File: config.mk
export PLATFORM = sky130hd
export DESIGN_NAME = sysarray_feeder_flat
export DESIGN_NICKNAME = d
export VERILOG_FILES = /design/src/rtl/sysarray_feeder_if.sv /design/src/rtl/sysarray_feeder.sv /design/src/flat_wrapper.sv
export SDC_FILE = /design/constraint.sdc
export NUM_CORES = 1
export LEC_CHECK = 0
export ABC_AREA = 1
export BUFFER_PORTS_ARGS = -buffer_cell sky130_fd_sc_hd__buf_2
export CORE_ASPECT_RATIO = 1.2
export CORE_MARGIN = 8
export CORE_UTILIZATION = 40
export DETAILED_ROUTE_END_ITERATION = 16
export PLACE_DENSITY = 0.7
export SETUP_SLACK_MARGIN = 0.05
export SYNTH_ARGS = -nofsm -noshare
export SYNTH_HDL_FRONTEND = slang
export SYNTH_SLANG_ARGS = --single-unit
File: constraint.sdc
create_clock -name clk -period 2.6 [get_ports clk]
set_clock_uncertainty 0.05 [all_clocks]
set_input_delay 0.26 -clock clk [delete_from_list [all_inputs] [get_ports clk]]
set_output_delay 0.26 -clock clk [all_outputs]
set_load 0.02 [all_outputs]
File: src/rtl/sysarray_feeder_if.sv
// Write-port and slice-stream bundle between the operand loader, the feeder and sysarray.
interface sysarray_feeder_if #(
  parameter int N = 31,
  parameter int n = 2
);
  logic                 wr_en;
  logic                 wr_sel;
  logic [5:0]           wr_row;
  logic [5:0]           wr_col;
  logic [N:0]           wr_data;
  logic                 start;
  logic                 busy;
  logic                 done;
  logic [6:0]           flg;
  logic [(N+1)*n-1:0]   arr1;
  logic [(N+1)*n-1:0]   arr2;

  modport master (
    output wr_en, wr_sel, wr_row, wr_col, wr_data, start,
    input  busy, done, flg, arr1, arr2
  );

  modport slave (
    input  wr_en, wr_sel, wr_row, wr_col, wr_data, start,
    output busy, done, flg, arr1, arr2
  );
endinterface

File: src/rtl/sysarray_feeder.sv
// Holds operand matrices A and B and streams one k-slice per clock into sysarray,
// followed by zero drain slices and a one-cycle done pulse.
module sysarray_feeder #(
  parameter int N     = 31,
  parameter int n     = 2,
  parameter int DRAIN = 2*n-1
) (
  input logic              clk,
  input logic              rst,
  sysarray_feeder_if.slave bus
);
  localparam int         W    = N + 1;
  localparam logic [6:0] LAST = 7'(n + DRAIN - 1);

  typedef enum logic [1:0] {S_IDLE, S_STREAM, S_DONE} state_e;

  state_e          state_q, state_d;
  logic [6:0]      flg_q, flg_d;
  logic            busy_q, busy_d;
  logic            done_q, done_d;
  logic [W*n-1:0]  arr1_q, arr1_d;
  logic [W*n-1:0]  arr2_q, arr2_d;

  logic [N:0] a_q   [n][n];
  logic [N:0] b_q   [n][n];
  logic [N:0] a_fwd [n][n];
  logic [N:0] b_fwd [n][n];
  logic       wr_a, wr_b;

  assign wr_a = (state_q == S_IDLE) && bus.wr_en && !bus.wr_sel;
  assign wr_b = (state_q == S_IDLE) && bus.wr_en &&  bus.wr_sel;

  // Storage with the pending write folded in, so a write coinciding with start
  // is already visible in slice 0; out-of-range indices never match a cell.
  always_comb begin
    for (int unsigned i = 0; i < n; i++) begin
      for (int unsigned j = 0; j < n; j++) begin
        a_fwd[i][j] = a_q[i][j];
        b_fwd[i][j] = b_q[i][j];
        if ((32'(bus.wr_row) == i) && (32'(bus.wr_col) == j)) begin
          if (wr_a) a_fwd[i][j] = bus.wr_data;
          if (wr_b) b_fwd[i][j] = bus.wr_data;
        end
      end
    end
  end

  always_ff @(posedge clk) begin
    for (int unsigned i = 0; i < n; i++) begin
      for (int unsigned j = 0; j < n; j++) begin
        if (rst) begin
          a_q[i][j] <= '0;
          b_q[i][j] <= '0;
        end else begin
          a_q[i][j] <= a_fwd[i][j];
          b_q[i][j] <= b_fwd[i][j];
        end
      end
    end
  end

  always_comb begin
    state_d = state_q;
    flg_d   = flg_q;
    busy_d  = 1'b0;
    done_d  = 1'b0;
    arr1_d  = '0;
    arr2_d  = '0;
    unique case (state_q)
      S_IDLE: begin
        if (bus.start) begin
          state_d = S_STREAM;
          flg_d   = '0;
          busy_d  = 1'b1;
        end
      end
      S_STREAM: begin
        if (flg_q == LAST) begin
          state_d = S_DONE;
          done_d  = 1'b1;
        end else begin
          flg_d  = flg_q + 7'd1;
          busy_d = 1'b1;
        end
      end
      S_DONE:  state_d = S_IDLE;
      default: state_d = S_IDLE;
    endcase
    // Data slices only for steps below n; drain steps leave the buses at zero.
    if (busy_d) begin
      for (int unsigned kk = 0; kk < n; kk++) begin
        if (flg_d == 7'(kk)) begin
          for (int unsigned i = 0; i < n; i++) begin
            arr1_d[i*W +: W] = a_fwd[i][kk];
            arr2_d[i*W +: W] = b_fwd[kk][i];
          end
        end
      end
    end
  end

  always_ff @(posedge clk) begin
    if (rst) begin
      state_q <= S_IDLE;
      flg_q   <= '0;
      busy_q  <= 1'b0;
      done_q  <= 1'b0;
      arr1_q  <= '0;
      arr2_q  <= '0;
    end else begin
      state_q <= state_d;
      flg_q   <= flg_d;
      busy_q  <= busy_d;
      done_q  <= done_d;
      arr1_q  <= arr1_d;
      arr2_q  <= arr2_d;
    end
  end

  assign bus.flg  = flg_q;
  assign bus.busy = busy_q;
  assign bus.done = done_q;
  assign bus.arr1 = arr1_q;
  assign bus.arr2 = arr2_q;
endmodule

File: src/flat_wrapper.sv
// flat-port wrapper written by rule: the top's interface ports become plain ports
module sysarray_feeder_flat 
#(
  parameter int N     = 31,
  parameter int n     = 2,
  parameter int DRAIN = 2*n-1
)
  (clk, rst, bus_wr_en, bus_wr_sel, bus_wr_row, bus_wr_col, bus_wr_data, bus_start, bus_busy, bus_done, bus_flg, bus_arr1, bus_arr2);
  sysarray_feeder_if #(.N(N), .n(n)) bus_i ();
  input logic clk;
  input logic rst;
  input wire logic [$bits(bus_i.wr_en)-1:0] bus_wr_en;
  input wire logic [$bits(bus_i.wr_sel)-1:0] bus_wr_sel;
  input wire logic [$bits(bus_i.wr_row)-1:0] bus_wr_row;
  input wire logic [$bits(bus_i.wr_col)-1:0] bus_wr_col;
  input wire logic [$bits(bus_i.wr_data)-1:0] bus_wr_data;
  input wire logic [$bits(bus_i.start)-1:0] bus_start;
  output wire logic [$bits(bus_i.busy)-1:0] bus_busy;
  output wire logic [$bits(bus_i.done)-1:0] bus_done;
  output wire logic [$bits(bus_i.flg)-1:0] bus_flg;
  output wire logic [$bits(bus_i.arr1)-1:0] bus_arr1;
  output wire logic [$bits(bus_i.arr2)-1:0] bus_arr2;
  assign bus_i.wr_en = bus_wr_en;
  assign bus_i.wr_sel = bus_wr_sel;
  assign bus_i.wr_row = bus_wr_row;
  assign bus_i.wr_col = bus_wr_col;
  assign bus_i.wr_data = bus_wr_data;
  assign bus_i.start = bus_start;
  assign bus_busy = bus_i.busy;
  assign bus_done = bus_i.done;
  assign bus_flg = bus_i.flg;
  assign bus_arr1 = bus_i.arr1;
  assign bus_arr2 = bus_i.arr2;
  sysarray_feeder #(.N(N), .n(n), .DRAIN(DRAIN)) u_core (.clk(clk), .rst(rst), .bus(bus_i));
endmodule
**Word-level counts from Yosys, hierarchy flattened**

Memories as Yosys holds them, arrays and structs flattened.
Index checks and enable logic that the tools add are counted.

- Register bits after elaboration: 139
- Input port bits: 49
- Logic and storage cells: 82
- Memories: 2
- Memory bits (writable): 256

Memories:

| name | depth | bits a word | read ports | clocked after memory_dff | wr ports | line | source |
|---|---|---|---|---|---|---|---|
| u_core.a_q | 2 | 64 | 2 | 0 | 2 | sysarray_feeder.sv:24 | `logic [N:0] a_q [n][n];` |
| u_core.b_q | 2 | 64 | 2 | 0 | 2 | sysarray_feeder.sv:25 | `logic [N:0] b_q [n][n];` |

- Reduce and logical (&&, ||, !) cells: 15
- Eq/ne operators: 7
- Mux-type cells: 41
- Bitwise gates (word level): 10
- Add/sub/neg operators: 1

Operators by type and width:

| operator | count |
|---|---|
| two-way mux 32 bit | 24 |
| two-way mux 64 bit | 4 |
| two-way mux 7 bit | 2 |
| case mux 7 bit (2 select lines) | 1 |
| equality test 6 x 1 -> 1 bit, second input constant | 2 |
| logical NOT 6 bit | 2 |
| bitwise OR 1 bit | 8 |
| adder 7 x 1 -> 7 bit, second input constant | 1 |
| equality test 7 x 1 -> 1 bit, second input constant | 1 |
| equality test 7 x 3 -> 1 bit, second input constant | 1 |
| logical AND 1 bit | 7 |
| logical NOT 7 bit | 1 |
| two-way mux 1 bit | 6 |
| two-way mux 2 bit | 2 |
| case mux 2 bit (2 select lines) | 1 |
| OR reduction 2 bit | 2 |
| equality test 2 x 1 -> 1 bit, second input constant | 1 |
| logical NOT 2 bit | 1 |
| != test 2 x 1 -> 1 bit, second input constant | 1 |
| != test 2 bit, second input constant | 1 |
| inverter 1 bit | 2 |
| case mux 1 bit (2 select lines) | 1 |
| AND reduction 2 bit | 1 |
| logical NOT 1 bit | 1 |

**Longest topological paths before layout**

Gate-level depths: netlist of run 1.

- Word-level depth: 7
- Gate-level depth with buffers: 14

**Least setup slack after synthesis of run 1**

Ideal clock, no wire load.

- Path kind: reg2reg
- Start: register u_core.flg_q[0], in the netlist u_core.bus.flg[0]
- End: register u_core.arr1_q[45], in the netlist u_core.bus.arr1[45]
- Stages on the path, launching flop included: 14
- Data required time: 2.480 ns
- Setup time: 0.070 ns
- Setup slack: 0.512 ns
- Arrival: 1.968 ns
- Path buffers: 2
- Path through: dfxtp_1 > inv_1 > ha_1 > inv_1 > nor2_1 > nand3_1 > nand2_1 > nand3_1 > nand4_1 > nor2_1 > buf_2 > buf_2 > nand3_1 > a21oi_1

- Cells in the longest elaborated chain, start to end: 6

Ends and longest elaborated chain:

| what | line | source |
|---|---|---|
| start, declared | sysarray_feeder.sv:18 | `logic [6:0] flg_q, flg_d;` |
| start signal, assigned | sysarray_feeder.sv:112 | `flg_q <= flg_d;` |
| adder 7 x 1 -> 7 bit or equality test 7 x 3 -> 1 bit (tied branches) | sysarray_feeder.sv:82, sysarray_feeder.sv:78 |  |
| two-way mux 7 bit | sysarray_feeder.sv:78 | `if (flg_q == LAST) begin` |
| case mux 7 bit (2 select lines) | sysarray_feeder.sv:69 | `unique case (state_q)` |
| logical NOT 7 bit | sysarray_feeder.sv:92 | `if (flg_d == 7'(kk)) begin` |
| two-way mux 64 bit (2 in a row) | sysarray_feeder.sv:92 |  |
| end signal, assigned | sysarray_feeder.sv:115 | `arr1_q <= arr1_d;` |
| end, declared | sysarray_feeder.sv:21 | `logic [W*n-1:0] arr1_q, arr1_d;` |

Several ways; a longest one is shown, not always the timed one.
A chain may end at the register's enable or synchronous reset.

**Worst setup path in the final report of run 1**

- Start: register u_core.flg_q[0], in the netlist u_core.bus.flg[0]
- End: register u_core.arr1_q[61], in the netlist u_core.bus.arr1[61]

The elaborated chain is that of the path after synthesis.

==> impl_metrics.tcl, run 1 <==
set metrics [dict create \
    status "finished with violations" \
    violations "slew limit" \
    p_leak_nw 9.17 \
    clkTransAtPathRegs_ns 0.06 \
    drcViolationCount 0 \
    tritoncts "done" \
    synth_area_leaders "dfxtp_1, nand2_1, inv_1" \
    startpoint_type "flop" \
    p_int_mw 10.4 \
    synthTopCellsByCount "nand2_1, inv_1, dfxtp_1, nor2_1, nand3_1" \
    slew_viol_final 160 \
    synth_cell_types 20 \
    fin_nets 2656 \
    wirelength_mm 51.8 \
    dieWidth_um 202 \
    synth-async-reset-ratio_pct 0 \
    area_growth_pct 19.4 \
    start_util_pct 40.6 \
    setup_viol 0 \
    yosysWarningCount 0 \
    p_total_mw 13.5 \
    wire_per_inst_um 16.3 \
    holdWs_ns 0.0553 \
    fin_crit_ns 2.33 \
    io_buffers 185 \
    cts-buffers-inserted 41 \
    die_area_mm2 0.0482 \
    cts.sink_count 395 \
    hpwl_mm 32.9 \
    multiInputGateArea_mm2 0.00642 \
    criticalPathCategory "reg -> reg" \
    grt_pass1_vias 14900 \
    cp.arrival_ns 2.75 \
    fillCellCount 3994 \
    synth_nets 2519 \
    synth.most_common_cell "nand2_1" \
    firstDrtPassIters 6 \
    worstMarginPinSlew_ns 1.68 \
    rrSetupSlack_ns 0.27 \
    seqCellArea_mm2 0.00791 \
    cp-end-kind "flop" \
    switching_share_pct 23.3 \
    clk_latency_ns 0.57 \
    n_antenna_cell 0 \
    grt_usage_pct 20.5 \
    synth_area_per_cell_um2 6.71 \
    yosysSeqAreaShare_pct 47.7 \
    cap_violations 0 \
    synth_top_area_share_pct 47.7 \
    root_buffer "clkbuf_16" \
    die_y_um 239 \
    syn_area_mm2 0.0166 \
    fmax_ghz 0.430 \
    htree_levels 2 \
    ys_ff_latch 395 \
    grt_max_degree 267 \
    max_stage_delay_ns 0.35 \
    via_per_inst 4.97 \
    vdd_drop_max_mv 0.460 \
    final_hold_viol_count 0 \
    cp_slowest_cell "dfxtp_2" \
    maxSlewHeadroom_pct -12.1 \
    gp_congestion 0.838 \
    pwr-share-clk_pct 48.8 \
    cts_max_path_buffers 3 \
    ios 186 \
    worstPathCellList "inv_1, ha_1, inv_1, nor2_1, nand3_1, nand2_1, nand2_1, nand2_1, nand3_1, nor2_4, buf_12, buf_12, nand3_1, a21oi_1" \
    ant_nets 0 \
    p_switching_mw 3.15 \
    crit_fanout 21 \
    synth_area_leader_cell "dfxtp_1" \
    synth_edf_count 0 \
    syn_inst 2468 \
    timing.final.crit_share_pct 89.5 \
    hp-class "in -> reg" \
    std_cell_rows 81 \
    drive_gt1_share_pct 13.2 \
    power_frac_seq_pct 44.9 \
    cp.required_ns 3.02 \
    antenna_found_initial 1 \
    grt_overflow 0 \
    grt_pass1_wl_mm 80.4 \
    ys.flop_type "dfxtp_1" \
    power.density_mw_per_mm2 683 \
    drt-initial-drc-count 1717 \
    num_vias 15800 \
    fin_tns_setup_ns 0 \
    rsz0062_at_grt "false" \
    core_area_mm2 0.0408 \
    pwr-share-comb_pct 6.3 \
]
[power groups by stage]
stage               Clock, mW  Combinational [mW]  Sequential [mW]
floorplan                   0               0.454             6.20
global placement            0               0.760             6.20
detailed placement          0               0.768             6.20
CTS                      6.67               0.772             6.06
global route             6.94               0.906             6.06
finish                   6.59               0.855             6.06
[layout make-up]
| class | instances | area share, % |
|---|---|---|
| Sequential cell | 395 | 40.0 |
| Timing Repair Buffer | 256 | 8.61 |
| Multi-Input combinational cell | 1504 | 32.5 |
| Clock buffer | 56 | 6.09 |
| Tap cell | 539 | 3.41 |
| Clock inverter | 20 | 1.68 |
| Inverter | 407 | 7.74 |
[cells in the final DEF (no fill, tap or decap), drive strengths merged]
cell         netlist  routed
nand4              9       9
clkinv             2      11
buf               79     251
bufinv             0       8
dfxtp            395     395
clkinvlp           0       1
nand3            270     270
ha                 2       2
o21bai             1       1
o21ai            132     132
dlygate4sd3        0       1
a21oi            132     132
clkbuf            83      60
inv              405     407
nor2             349     349
nand2            609     609
[through the flow]
stage / cells / utilization [%] / instance area (um2) / worst slack, ns
after floorplan: 2468 / - / 16600 / 0.512
after global placement: 3089 / 44.3 / 18100 / 0.169
after detailed placement: 3089 / 44.3 / 18100 / 0.131
after CTS: 3166 / 48.1 / 19600 / 0.124
after global routing: 3177 / 48.4 / 19800 / 0.0522
final: 3177 / 48.4 / 19800 / 0.273
[state kept, by name, summed over array words and instances, names as in the netlist]
name	count
u_core.a_q	128
u_core.bus.done	1
u_core.bus.flg	7
u_core.b_q	128
u_core.bus.busy	1
u_core.bus.arr1	64
u_core.bus.arr2	64
u_core.state_q	2
[routing by layer]
layer  vias to the layer above  share of wire [%]  GRT usage [%]
li1                       7760                  -              -
met1                      7296                 42           26.1
met2                       640                 48           34.3
met3                       107                7.2           3.39
met4                         2                3.2           7.95
met5                         -              0.025              0
[critical path, delay by kind of cell (launching register included)]
family,cells,cell delay [ns]
buf+inv,4,0.51
fa+ha+maj,1,0.18
compound gates,1,0.18
simple gates,8,0.94
flops,1,0.35
[repair_timing]
| item | CTS | global route |
|---|---|---|
| gates resized for setup | 0 | 4 |
| buffers inserted | 0 | 8 |
| hold buffers | 1 | 0 |
| endpoints found under the setup margin | 0 | 107 |
| hold endpoints to repair | 1 | 0 |
[worst paths after layout]
| path | startpoint | to | depth (start not counted) |
|---|---|---|---|
| setup / recovery | u_core.bus.flg[0] | u_core.bus.arr1[61] | 14 |
| setup reg to reg | u_core.bus.flg[0] | u_core.bus.arr1[61] | 14 |
| hold reg to reg | u_core.a_q[0][53] | u_core.a_q[0][53] | 4 |
| hold / removal | bus_start | u_core.bus.flg[1] | 4 |
[cells by family (layout without fill, tap and decap cells)]
| family | after synthesis | in the layout | synth area share [%] |
|---|---|---|---|
| AOI/OAI and AO/OA | 265 | 265 | 8.02 |
| adders and majority gates | 2 | 2 | 0.151 |
| and+or+nand+nor | 1237 | 1237 | 30.4 |
| buffers and inverters | 569 | 739 | 13.7 |
| DFF | 395 | 395 | 47.7 |
No activity file was read; power rests on OpenSTA's default activity.
==> run 2, diff against run 1 <==
--- a/config.mk
+++ b/config.mk
@@ -6,6 +6,7 @@
 export NUM_CORES = 1
 export LEC_CHECK = 0
 export ABC_AREA = 1
+export ABC_CLOCK_PERIOD_IN_PS = 2660
 export BUFFER_PORTS_ARGS = -buffer_cell sky130_fd_sc_hd__buf_2
 export CORE_ASPECT_RATIO = 1.2
 export CORE_MARGIN = 8
==> constraint.sdc (replaced) <==
create_clock -name clk -period 2.66 [get_ports clk]
set_clock_uncertainty 0.05 [all_clocks]
set_input_delay 0.266 -clock clk [delete_from_list [all_inputs] [get_ports clk]]
set_output_delay 0.266 -clock clk [all_outputs]
set_load 0.02 [all_outputs]
==> run 2 against run 1 <==
The flow now finishes without violations. Worst hold slack better by 0.0059 ns. Non-clock buffer count down 11. First-iteration DRC count down 18%. Worst setup slack worse by 0.0083 ns. Clock power down 8.8%. Final area down 1.3%. Highest routed layer unchanged. Sequential power down 2%. Register-to-register slack about the same. Global-route usage up 0.33 points. Utilization down 0.62 points. Die area unchanged.
==> impl_metrics.tcl, run 2 (same netlist as run 1, synthesis figures left out) <==
set metrics [dict create \
    final_cell_mix "nand2_1, inv_1, dfxtp_1" \
    tritoncts "done" \
    n_antenna_cell 0 \
    io_buffers 185 \
    grt_usage_pct 20.8 \
    startpoint_type "flop" \
    gp_congestion 0.856 \
    grt_max_degree 122 \
    cp.required_ns 3.00 \
    rrSetupSlack_ns 0.27 \
    crit_start "u_core.state_q[0]" \
    wirelength_mm 51.9 \
    reg.largest.list "u_core.a_q (128), u_core.b_q (128)" \
    worstMarginPinSlew_ns 0.995 \
    hp-class "in -> reg" \
    std_cell_rows 81 \
    grt_pass1_vias 15300 \
    criticalPathCategory "reg -> reg" \
    cp-end-kind "flop" \
    rsz0062_at_grt "false" \
    drcViolationCount 0 \
    via_per_inst 4.99 \
    cp.arrival_ns 2.74 \
    fin_tns_setup_ns 0 \
    status "finished clean" \
    grt_overflow 0 \
    start_util_pct 40.6 \
    r2r_cells 10 \
    antenna_found_initial 2 \
    crit_end "u_core.bus.arr1[44]" \
    ios 186 \
    core_area_mm2 0.0408 \
    firstDrtPassIters 7 \
    vdd_drop_max_mv 0.448 \
    setup_viol 0 \
    seqCellArea_mm2 0.00791 \
    die_y_um 239 \
    cts_max_path_buffers 3 \
    die_area_mm2 0.0482 \
    fin_nets 2644 \
    mostFrequentLayoutCell "nand2_1" \
    cts.hold.buffers_added 0 \
    wire_per_inst_um 16.4 \
    grt_pass1_wl_mm 81.8 \
    drt-initial-drc-count 1400 \
    final_hold_viol_count 0 \
    power.density_mw_per_mm2 651 \
    holdPathStages 5 \
    r2r-end "u_core.bus.arr1[44]" \
    htree_levels 2 \
    maxSlewHeadroom_pct 33.7 \
    cap_violations 0 \
    area_growth_pct 17.8 \
    clk_latency_ns 0.55 \
    dieWidth_um 202 \
    timing.final.crit_share_pct 90.0 \
    fin_crit_ns 2.39 \
    holdWs_ns 0.0612 \
    clkTransAtPathRegs_ns 0.06 \
    multiInputGateArea_mm2 0.00642 \
    fillCellCount 4046 \
    slew_viol_final 0 \
    ant_nets 0 \
    hpwl_mm 33.4 \
    crit_fanout 32 \
    fmax_ghz 0.418 \
    regToRegStartpoint "u_core.state_q[0]" \
    cts.sink_count 395 \
    drive_gt1_share_pct 12.6 \
    p_leak_nw 9.04 \
    root_buffer "clkbuf_16" \
    num_vias 15800 \
    cts-buffers-inserted 40 \
]
[run 2: changes by cell type in the layout (fill, tap and decap cells not counted), moves of 3 or more]
| cell | delta |
|---|---|
| clkbuf_8 | +3 |
| buf_4 | -9 |
| clkbuf_16 | -4 |
| clkbuf_1 | +4 |
| bufinv_16 | -3 |
| clkinv_2 | -5 |
[run 2: area by class of cell]
class | count | area share [%]
inverter | 407 | 7.84
multi-input combinational | 1504 | 32.9
sequential | 395 | 40.5
clock buffer | 61 | 6.20
clock inverter | 11 | 1.01
timing repair buffer | 245 | 8.08
tap | 539 | 3.45
[run 2: worst min-delay path by stage]
stage / startpoint / end / slack (ns)
2_1_floorplan: u_core.a_q[0][32] / u_core.a_q[0][32] / 0.45
3_3_place_gp: u_core.b_q[0][40] / u_core.b_q[0][40] / 0.46
3_5_place_dp: u_core.b_q[0][58] / u_core.b_q[0][58] / 0.46
4_1_cts: bus_start / u_core.bus.busy / 0.04
5_1_grt: bus_start / u_core.bus.busy / 0.09
6_report: bus_start / u_core.bus.busy / 0.06
[run 2: stage by stage]
step / setup slack [ns] / power [mW] / cells / util [%] / cell area [um2]
2_1_floorplan: 0.572 / 6.50 / 2468 / - / 16600
3_3_place_gp: 0.232 / 6.80 / 3087 / 44.2 / 18100
3_5_place_dp: 0.172 / 6.81 / 3087 / 44.2 / 18100
4_1_cts: 0.158 / 12.8 / 3159 / 47.7 / 19500
5_1_grt: 0.0617 / 13.1 / 3162 / 47.8 / 19500
6_report: 0.265 / 12.7 / 3162 / 47.8 / 19500
[run 2: layer usage]
layer | wire (um) | vias up | global-route usage [%] | share of wire (%)
met3 | 3560 | 124 | 3.47 | 6.8
met5 | 23 | - | 0 | 0.044
met1 | 21700 | 7283 | 25.8 | 42
li1 | - | 7728 | - | -
met2 | 24600 | 638 | 35.2 | 47
met4 | 2030 | 4 | 9.37 | 3.9
[run 2: report_power, final]
part	internal, mW	total (mW)	switching (mW)
logic	0.191	0.769	0.578
clock network	3.63	6.01	2.38
registers	5.92	5.92	0.00552
[run 2: timing repair]
item / in CTS / in global routing
resized for setup: 0 / 5
setup buffers: 0 / 2
setup endpoints to repair: 0 / 53
[run 2: worst max-delay path, cell delays in order (launching register included)]
cell and delay [ns]:
dfxtp_1 0.33, nor2_1 0.23, nand2_1 0.14, nor2_4 0.39, inv_2 0.43, nor2_1 0.28, nand2_1 0.08, nand2_1 0.09
inv_1 0.04, nand3_1 0.07, a21oi_1 0.09
